### src/rtl/disp_pkg.sv
// Shared widths, digit count and small helpers for the 7-segment scan path.
package disp_pkg;

   localparam int DIGIT_W    = 4;
   localparam int SEL_W      = 3;
   localparam int NUM_DIGITS = 6;

   typedef logic [DIGIT_W-1:0]    digit_t;
   typedef logic [SEL_W-1:0]      sel_t;
   typedef logic [NUM_DIGITS-1:0] anode_t;

   localparam sel_t LAST_SEL = 3'd5;

   function automatic anode_t anode_onehot(input sel_t sel);
      return anode_t'(1) << sel;
   endfunction

endpackage

### src/rtl/disp_scanner_if.sv
// Capture inputs from the BCD latch stage and scan outputs toward the segment decoder.
interface disp_scanner_if;
   import disp_pkg::*;

   logic   scan_en;
   logic   latch;
   digit_t Q5, Q4, Q3, Q2, Q1, Q0;
   logic   counter_out;

   digit_t snap_q5, snap_q4, snap_q3, snap_q2, snap_q1, snap_q0;
   logic   snap_ovf;
   sel_t   disp_select;
   digit_t disp_data;
   anode_t digit_en;

   modport master (
      output scan_en, latch, Q5, Q4, Q3, Q2, Q1, Q0, counter_out,
      input  snap_q5, snap_q4, snap_q3, snap_q2, snap_q1, snap_q0, snap_ovf,
      input  disp_select, disp_data, digit_en
   );

   modport slave (
      input  scan_en, latch, Q5, Q4, Q3, Q2, Q1, Q0, counter_out,
      output snap_q5, snap_q4, snap_q3, snap_q2, snap_q1, snap_q0, snap_ovf,
      output disp_select, disp_data, digit_en
   );

endinterface

### src/rtl/disp_scanner_prescaler.sv
// Scan-rate prescaler: counts 0..DIV-1 while enabled, ticks on the last count.
module scan_prescaler #(
   parameter int DIV = 10,
   parameter int CW  = $clog2(DIV)
) (
   input  logic          clk,
   input  logic          rst_n,
   input  logic          en_i,
   output logic          tick_o,
   output logic [CW-1:0] count_nxt_o
);

   localparam logic [CW-1:0] LAST = CW'(DIV - 1);

   logic [CW-1:0] count_q, count_d;

   assign tick_o = en_i && (count_q == LAST);

   always_comb begin
      count_d = count_q;
      if (en_i) begin
         count_d = tick_o ? '0 : count_q + CW'(1);
      end
   end

   // exported as the post-edge value so registered anode logic lines up with the count
   assign count_nxt_o = count_d;

   always_ff @(posedge clk or negedge rst_n) begin
      if (!rst_n) count_q <= '0;
      else        count_q <= count_d;
   end

endmodule

### src/rtl/disp_scanner.sv
// Six-digit display scanner: shadow-latches the BCD result and time-multiplexes it.
// Optional DISP_GHOST_BLANK_EN blanks anodes for the first GHOST_CYCLES clocks of each digit.
module disp_scanner
   import disp_pkg::*;
#(
   parameter int CLK_HZ       = 50_000_000,
   parameter int SCAN_HZ      = 1_000,
   parameter int GHOST_CYCLES = 16
) (
   input  logic           clk,
   input  logic           rst_n,
   disp_scanner_if.slave  bus
);

   localparam int DIV = CLK_HZ / SCAN_HZ;
   localparam int CW  = $clog2(DIV);

   logic          tick;
   logic [CW-1:0] count_nxt;
   logic          blank;

   sel_t   index_q, index_d;
   sel_t   sel_q;
   digit_t data_q, data_d;
   anode_t en_q, en_d;
   digit_t snap_q [NUM_DIGITS];
   logic   snap_ovf_q;

   scan_prescaler #(.DIV(DIV), .CW(CW)) u_prescaler (
      .clk         (clk),
      .rst_n       (rst_n),
      .en_i        (bus.scan_en),
      .tick_o      (tick),
      .count_nxt_o (count_nxt)
   );

`ifdef DISP_GHOST_BLANK_EN
   assign blank = (count_nxt < CW'(GHOST_CYCLES));
`else
   logic unused_ghost;
   assign blank        = 1'b0;
   assign unused_ghost = (^count_nxt) ^ (GHOST_CYCLES > 0);
`endif

   always_comb begin
      index_d = index_q;
      if (tick) begin
         index_d = (index_q == LAST_SEL) ? '0 : index_q + sel_t'(1);
      end
   end

   // data uses the pre-edge snapshot, so a latch shows up one clock later
   always_comb begin
      data_d = '0;
      case (index_d)
         3'd0:    data_d = snap_q[0];
         3'd1:    data_d = snap_q[1];
         3'd2:    data_d = snap_q[2];
         3'd3:    data_d = snap_q[3];
         3'd4:    data_d = snap_q[4];
         3'd5:    data_d = snap_q[5];
         default: data_d = '0;
      endcase
   end

   always_comb begin
      en_d = '0;
      if (bus.scan_en && !blank) begin
         en_d = anode_onehot(index_d);
      end
   end

   always_ff @(posedge clk or negedge rst_n) begin
      if (!rst_n) begin
         index_q    <= '0;
         sel_q      <= '0;
         data_q     <= '0;
         en_q       <= '0;
         snap_ovf_q <= 1'b0;
         for (int k = 0; k < NUM_DIGITS; k++) snap_q[k] <= '0;
      end else begin
         index_q <= index_d;
         sel_q   <= index_d;
         data_q  <= data_d;
         en_q    <= en_d;
         if (bus.latch) begin
            snap_q[0]  <= bus.Q5;
            snap_q[1]  <= bus.Q4;
            snap_q[2]  <= bus.Q3;
            snap_q[3]  <= bus.Q2;
            snap_q[4]  <= bus.Q1;
            snap_q[5]  <= bus.Q0;
            snap_ovf_q <= bus.counter_out;
         end
      end
   end

   assign bus.disp_select = sel_q;
   assign bus.disp_data   = data_q;
   assign bus.digit_en    = en_q;
   assign bus.snap_q5     = snap_q[0];
   assign bus.snap_q4     = snap_q[1];
   assign bus.snap_q3     = snap_q[2];
   assign bus.snap_q2     = snap_q[3];
   assign bus.snap_q1     = snap_q[4];
   assign bus.snap_q0     = snap_q[5];
   assign bus.snap_ovf    = snap_ovf_q;

endmodule

### src/flat_wrapper.sv
// flat-port wrapper written by rule: the top's interface ports become plain ports
module disp_scanner_flat import disp_pkg::*;
#(
   parameter int CLK_HZ       = 50_000_000,
   parameter int SCAN_HZ      = 1_000,
   parameter int GHOST_CYCLES = 16
)
  (clk, rst_n, bus_scan_en, bus_latch, bus_Q5, bus_Q4, bus_Q3, bus_Q2, bus_Q1, bus_Q0, bus_counter_out, bus_snap_q5, bus_snap_q4, bus_snap_q3, bus_snap_q2, bus_snap_q1, bus_snap_q0, bus_snap_ovf, bus_disp_select, bus_disp_data, bus_digit_en);
  disp_scanner_if bus_i ();
  input  logic clk;
  input  logic rst_n;
  input wire logic [$bits(bus_i.scan_en)-1:0] bus_scan_en;
  input wire logic [$bits(bus_i.latch)-1:0] bus_latch;
  input wire logic [$bits(bus_i.Q5)-1:0] bus_Q5;
  input wire logic [$bits(bus_i.Q4)-1:0] bus_Q4;
  input wire logic [$bits(bus_i.Q3)-1:0] bus_Q3;
  input wire logic [$bits(bus_i.Q2)-1:0] bus_Q2;
  input wire logic [$bits(bus_i.Q1)-1:0] bus_Q1;
  input wire logic [$bits(bus_i.Q0)-1:0] bus_Q0;
  input wire logic [$bits(bus_i.counter_out)-1:0] bus_counter_out;
  output wire logic [$bits(bus_i.snap_q5)-1:0] bus_snap_q5;
  output wire logic [$bits(bus_i.snap_q4)-1:0] bus_snap_q4;
  output wire logic [$bits(bus_i.snap_q3)-1:0] bus_snap_q3;
  output wire logic [$bits(bus_i.snap_q2)-1:0] bus_snap_q2;
  output wire logic [$bits(bus_i.snap_q1)-1:0] bus_snap_q1;
  output wire logic [$bits(bus_i.snap_q0)-1:0] bus_snap_q0;
  output wire logic [$bits(bus_i.snap_ovf)-1:0] bus_snap_ovf;
  output wire logic [$bits(bus_i.disp_select)-1:0] bus_disp_select;
  output wire logic [$bits(bus_i.disp_data)-1:0] bus_disp_data;
  output wire logic [$bits(bus_i.digit_en)-1:0] bus_digit_en;
  assign bus_i.scan_en = bus_scan_en;
  assign bus_i.latch = bus_latch;
  assign bus_i.Q5 = bus_Q5;
  assign bus_i.Q4 = bus_Q4;
  assign bus_i.Q3 = bus_Q3;
  assign bus_i.Q2 = bus_Q2;
  assign bus_i.Q1 = bus_Q1;
  assign bus_i.Q0 = bus_Q0;
  assign bus_i.counter_out = bus_counter_out;
  assign bus_snap_q5 = bus_i.snap_q5;
  assign bus_snap_q4 = bus_i.snap_q4;
  assign bus_snap_q3 = bus_i.snap_q3;
  assign bus_snap_q2 = bus_i.snap_q2;
  assign bus_snap_q1 = bus_i.snap_q1;
  assign bus_snap_q0 = bus_i.snap_q0;
  assign bus_snap_ovf = bus_i.snap_ovf;
  assign bus_disp_select = bus_i.disp_select;
  assign bus_disp_data = bus_i.disp_data;
  assign bus_digit_en = bus_i.digit_en;
  disp_scanner #(.CLK_HZ(CLK_HZ), .SCAN_HZ(SCAN_HZ), .GHOST_CYCLES(GHOST_CYCLES)) u_core (.clk(clk), .rst_n(rst_n), .bus(bus_i));
endmodule
### config.mk
export PLATFORM = sky130hd
export DESIGN_NAME = disp_scanner_flat
export DESIGN_NICKNAME = d
export VERILOG_FILES = /design/src/rtl/disp_pkg.sv /design/src/rtl/disp_scanner_if.sv /design/src/rtl/disp_scanner_prescaler.sv /design/src/rtl/disp_scanner.sv /design/src/flat_wrapper.sv
export SDC_FILE = /design/constraint.sdc
export NUM_CORES = 1
export LEC_CHECK = 0
export CORE_MARGIN = 4
export CORE_UTILIZATION = 40
export DETAILED_ROUTE_END_ITERATION = 10
export PLACE_DENSITY = 0.68
export RECOVER_POWER = 100
export SLEW_MARGIN = 20
export SYNTH_ARGS = -nofsm -noshare
export SYNTH_HDL_FRONTEND = slang
export SYNTH_HIERARCHICAL = 1
export SYNTH_SLANG_ARGS = --single-unit
### constraint.sdc
create_clock -name clk -period 3.45 [get_ports clk]
set_clock_uncertainty 0.2 [all_clocks]
set_input_delay 0.69 -clock clk [delete_from_list [all_inputs] [get_ports clk]]
set_output_delay 0.69 -clock clk [all_outputs]
set_load 0.05 [all_outputs]
==> reports/qor.csv <==
stage,metric,value,unit
finish,Ant. Diodes,0,
place,cell count after placement,338,
cts,CTS Buffer Depth,2,
cts,# Post-CTS Setup Buffers,0,
cts,Root Driver,clkbuf_8,
setup_path,"CP delay by family, top",buffers and inverters,
timing,Hold Worst Slack,290,ps
timing,RSZ-0062 raised after global routing,no,
synth,multiplexer area fraction after synthesis,12.3,%
place,number of port buffers,66,
power,worst vdd ir,199,uV
timing,Tmin final,2830,ps
synth,Synth Area in XOR/XNOR,4.69,%
setup_path,r2r endpoint,u_core/bus.digit_en[4],
setup_path,crit path cell chain,dlygate4sd3_1,
place,post-detail-place hpwl,3940,um
cts,"CTS clk-pin slew, worst paths",80,ps
finish,fin area,0.00323,mm^2
setup_path,Crit. End Element,output port,
global_route,vias in the first global route,1751,
finish,area grow syn2layout,33.2,%
timing,period utilization,82.0,%
timing,worst setup margin,620,ps
synth,Synth Instances,198,
cts,H-tree Lvls,2,
synth,synthesized area per cell,12.3,um^2
die,CORE AREA,0.00592,mm^2
finish,"commonest non-fill, non-tap cell in the layout",dfrtp_1,
die,Total Die Area,0.00738,mm^2
finish,fillcell total,521,
place,Placement Setup Slack,441,ps
power,Pwr Total,1.49,mW
setup_path,crit path kind,reg -> out,
timing,maximum clock rate,353,MHz
die,Cell Rows,28,
place,Post-DP Area,0.00318,mm^2
synth,Async SR Flop Fraction,100,%
finish,share of cells above drive strength 1,12.9,%
detailed_routing,total number of vias,1784,
setup_path,Setup crit start,u_core/bus.disp_select[1],
finish,Post-layout nets,300,
timing,# setup viols final,0,
detailed_routing,DR WL/cell,15.0,um
setup_path,"Slowest-stage cell, CP",dlygate4sd3_1,
cts,hold buffer count at cts,0,
finish,"Cell Count, Final, Fillers Out",346,
synth,Post-synth top flop,dfrtp_1,
timing,final setup TNS,0,ps
place,Final GP Congestion,0.842,
detailed_routing,via/cell ratio,5.16,
synth,Post-synth EDFFs,0,
flow_run,max-cap check violation count,0,
detailed_routing,Routed Antenna Nets,0,
setup_path,Worst R2R Path Depth,7,
detailed_routing,Routed WL,5200,um
synth,Yosys reg bits,54,
global_route,initial antenna violation count,0,
setup_path,WP buf/inv,1,
cts,# resized after CTS,0,
setup_path,Worst setup SP type,flop,
setup_path,r2r setup slk,890,ps
synth,Synth Area in Simple Gates,15.7,%
global_route,largest net degree at the start of global routing,31,
cts,CTS tree,done,
finish,most frequent cells in the layout,"dfrtp_1 (54), dlygate4sd3_1 (40), clkdlybuf4s50_1 (25)",
synth,Mapped Area,0.00243,mm^2
timing,Final Hold Vio Count,0,
setup_path,Worst path max stage delay,950,ps
synth,Synth Area in Compound Gates,8.56,%
setup_path,Crit path depth,1,
cts,clk_lat worst skew,300,ps
timing,slew margin rel.,7.55,%
setup_path,crit-path max FO,19,
die,die height,85.9,um
min_path,hold path depth,1,
detailed_routing,# DRC,0,
synth,largest family of logic cells by synthesized area,simple AND/OR/NAND/NOR gates,
cts,Sink Count,54,
power,power per cell area,462,mW/mm^2
die,I/O pin total,67,
die,Initial Util,41.0,%
finish,fin util,54.6,%
global_route,first-pass GRT wire length,8800,um
synth,Synth Warn #,6,
synth,sequential area share after synthesis,55.7,%
synth,Synth Net Count,228,
synth,area share of fa/ha/maj cells after synthesis,0.516,%
setup_path,crit path DAT,1940,ps
detailed_routing,DR iter-0 viols,72,
synth,post-synthesis cell type count,41,
status,status,finished clean,
min_path,class of the worst hold path,reg -> reg,
global_route,GRT Overall Usage,15.0,%
setup_path,Worst R2R Start,u_core/u_prescaler/count_q[0],
detailed_routing,DRT Pass-1 Iters,4,
power,Lkg Pwr,1.42,nW
cts,clock buffer count from CTS,5,
setup_path,Critical Path Sink,bus_disp_select[1],
setup_path,Required @ worst endpoint,2560,ps
timing,Worst Tran Pin Value,1390,ps
timing,Max Slew Vio Count,0,
global_route,gr ovfl total,0,
die,Die Wd,85.9,um
==> power breakdown <==
part	internal, mW	total [mW]	switching, mW
combinational	0.145	0.369	0.224
clock	0.162	0.351	0.189
sequential	0.704	0.773	0.0684
==> worst min path at each step <==
stage | from | end | slack [ps]
after floorplan | rst_n | u_core/bus.digit_en[0] | 190
after global placement | u_core/u_prescaler/count_q[15] | u_core/u_prescaler/count_q[15] | 270
after detailed placement | u_core/u_prescaler/count_q[7] | u_core/u_prescaler/count_q[7] | 290
after CTS | rst_n | u_core/bus.snap_q0[1] | 180
after global routing | u_core/u_prescaler/count_q[10] | u_core/u_prescaler/count_q[10] | 310
final | u_core/u_prescaler/count_q[15] | u_core/u_prescaler/count_q[15] | 290
==> metal layers <==
metal / routed length, um / GRT usage, % / vias to the layer above / share of wire, %
met5: 0 / 0 / - / 0
met4: 88 / 4.75 / 0 / 1.7
met3: 318 / 4.51 / 9 / 6.1
met2: 2400 / 22.1 / 49 / 46
met1: 2400 / 21.4 / 859 / 46
li1: - / - / 867 / -
==> flip-flops by register name (all words and copies together), names as in the netlist, 3 cells and up <==
signal and count:
u_core/bus.snap_q4 4, u_core/bus.disp_select 3, u_core/bus.disp_data 4, u_core/bus.snap_q1 4
u_core/bus.digit_en 6, u_core/u_prescaler/count_q 16, u_core/bus.snap_q5 4, u_core/bus.snap_q3 4
u_core/bus.snap_q0 4, u_core/bus.snap_q2 4
==> synth_stat cells (all sizes together) (4+ instances only) <==
| cell type | count | share of area (%) |
|---|---|---|
| nor2b | 7 | 1.9 |
| inv | 8 | 1.2 |
| xor2 | 9 | 3.2 |
| a22oi | 4 | 1.2 |
| nor2 | 10 | 1.5 |
| xnor2 | 4 | 1.4 |
| nand2 | 12 | 2.0 |
| or3 | 4 | 1.0 |
| o221ai | 4 | 1.4 |
| o21ai | 10 | 2.1 |
| dfrtp | 54 | 56 |
| mux2 | 22 | 10 |
| nor4 | 5 | 2.4 |
| a211o | 4 | 1.4 |
| nand4 | 4 | 1.3 |
| mux2i | 5 | 2.1 |
| nand3 | 4 | 0.83 |
| buf | 5 | 1.1 |
| a32oi | 4 | 1.4 |
==> cells by family (layout without fill, tap and decap cells) <==
family                     Yosys count  count (layout)
and+or+nand+nor                     60              60
buffers and inverters               14              87
AOI/OAI and AO/OA                   29              29
adders and majority gates            1               1
xor gates and xnor gates            13              13
muxes                               27              27
DFF                                 54              54
==> final cells by class <==
class                   count  area [um^2]  share of cell area, %
inverters                   8         30.0                  0.929
repair buffers             71          678                   21.0
multi-input cells         130          987                   30.5
clock inverters             1         5.00                  0.155
well taps                  75         93.8                   2.90
flip-flops and latches     54         1350                   41.8
clock buffers               7         86.3                   2.67
Note: power is estimated with default switching activity, not from simulation.
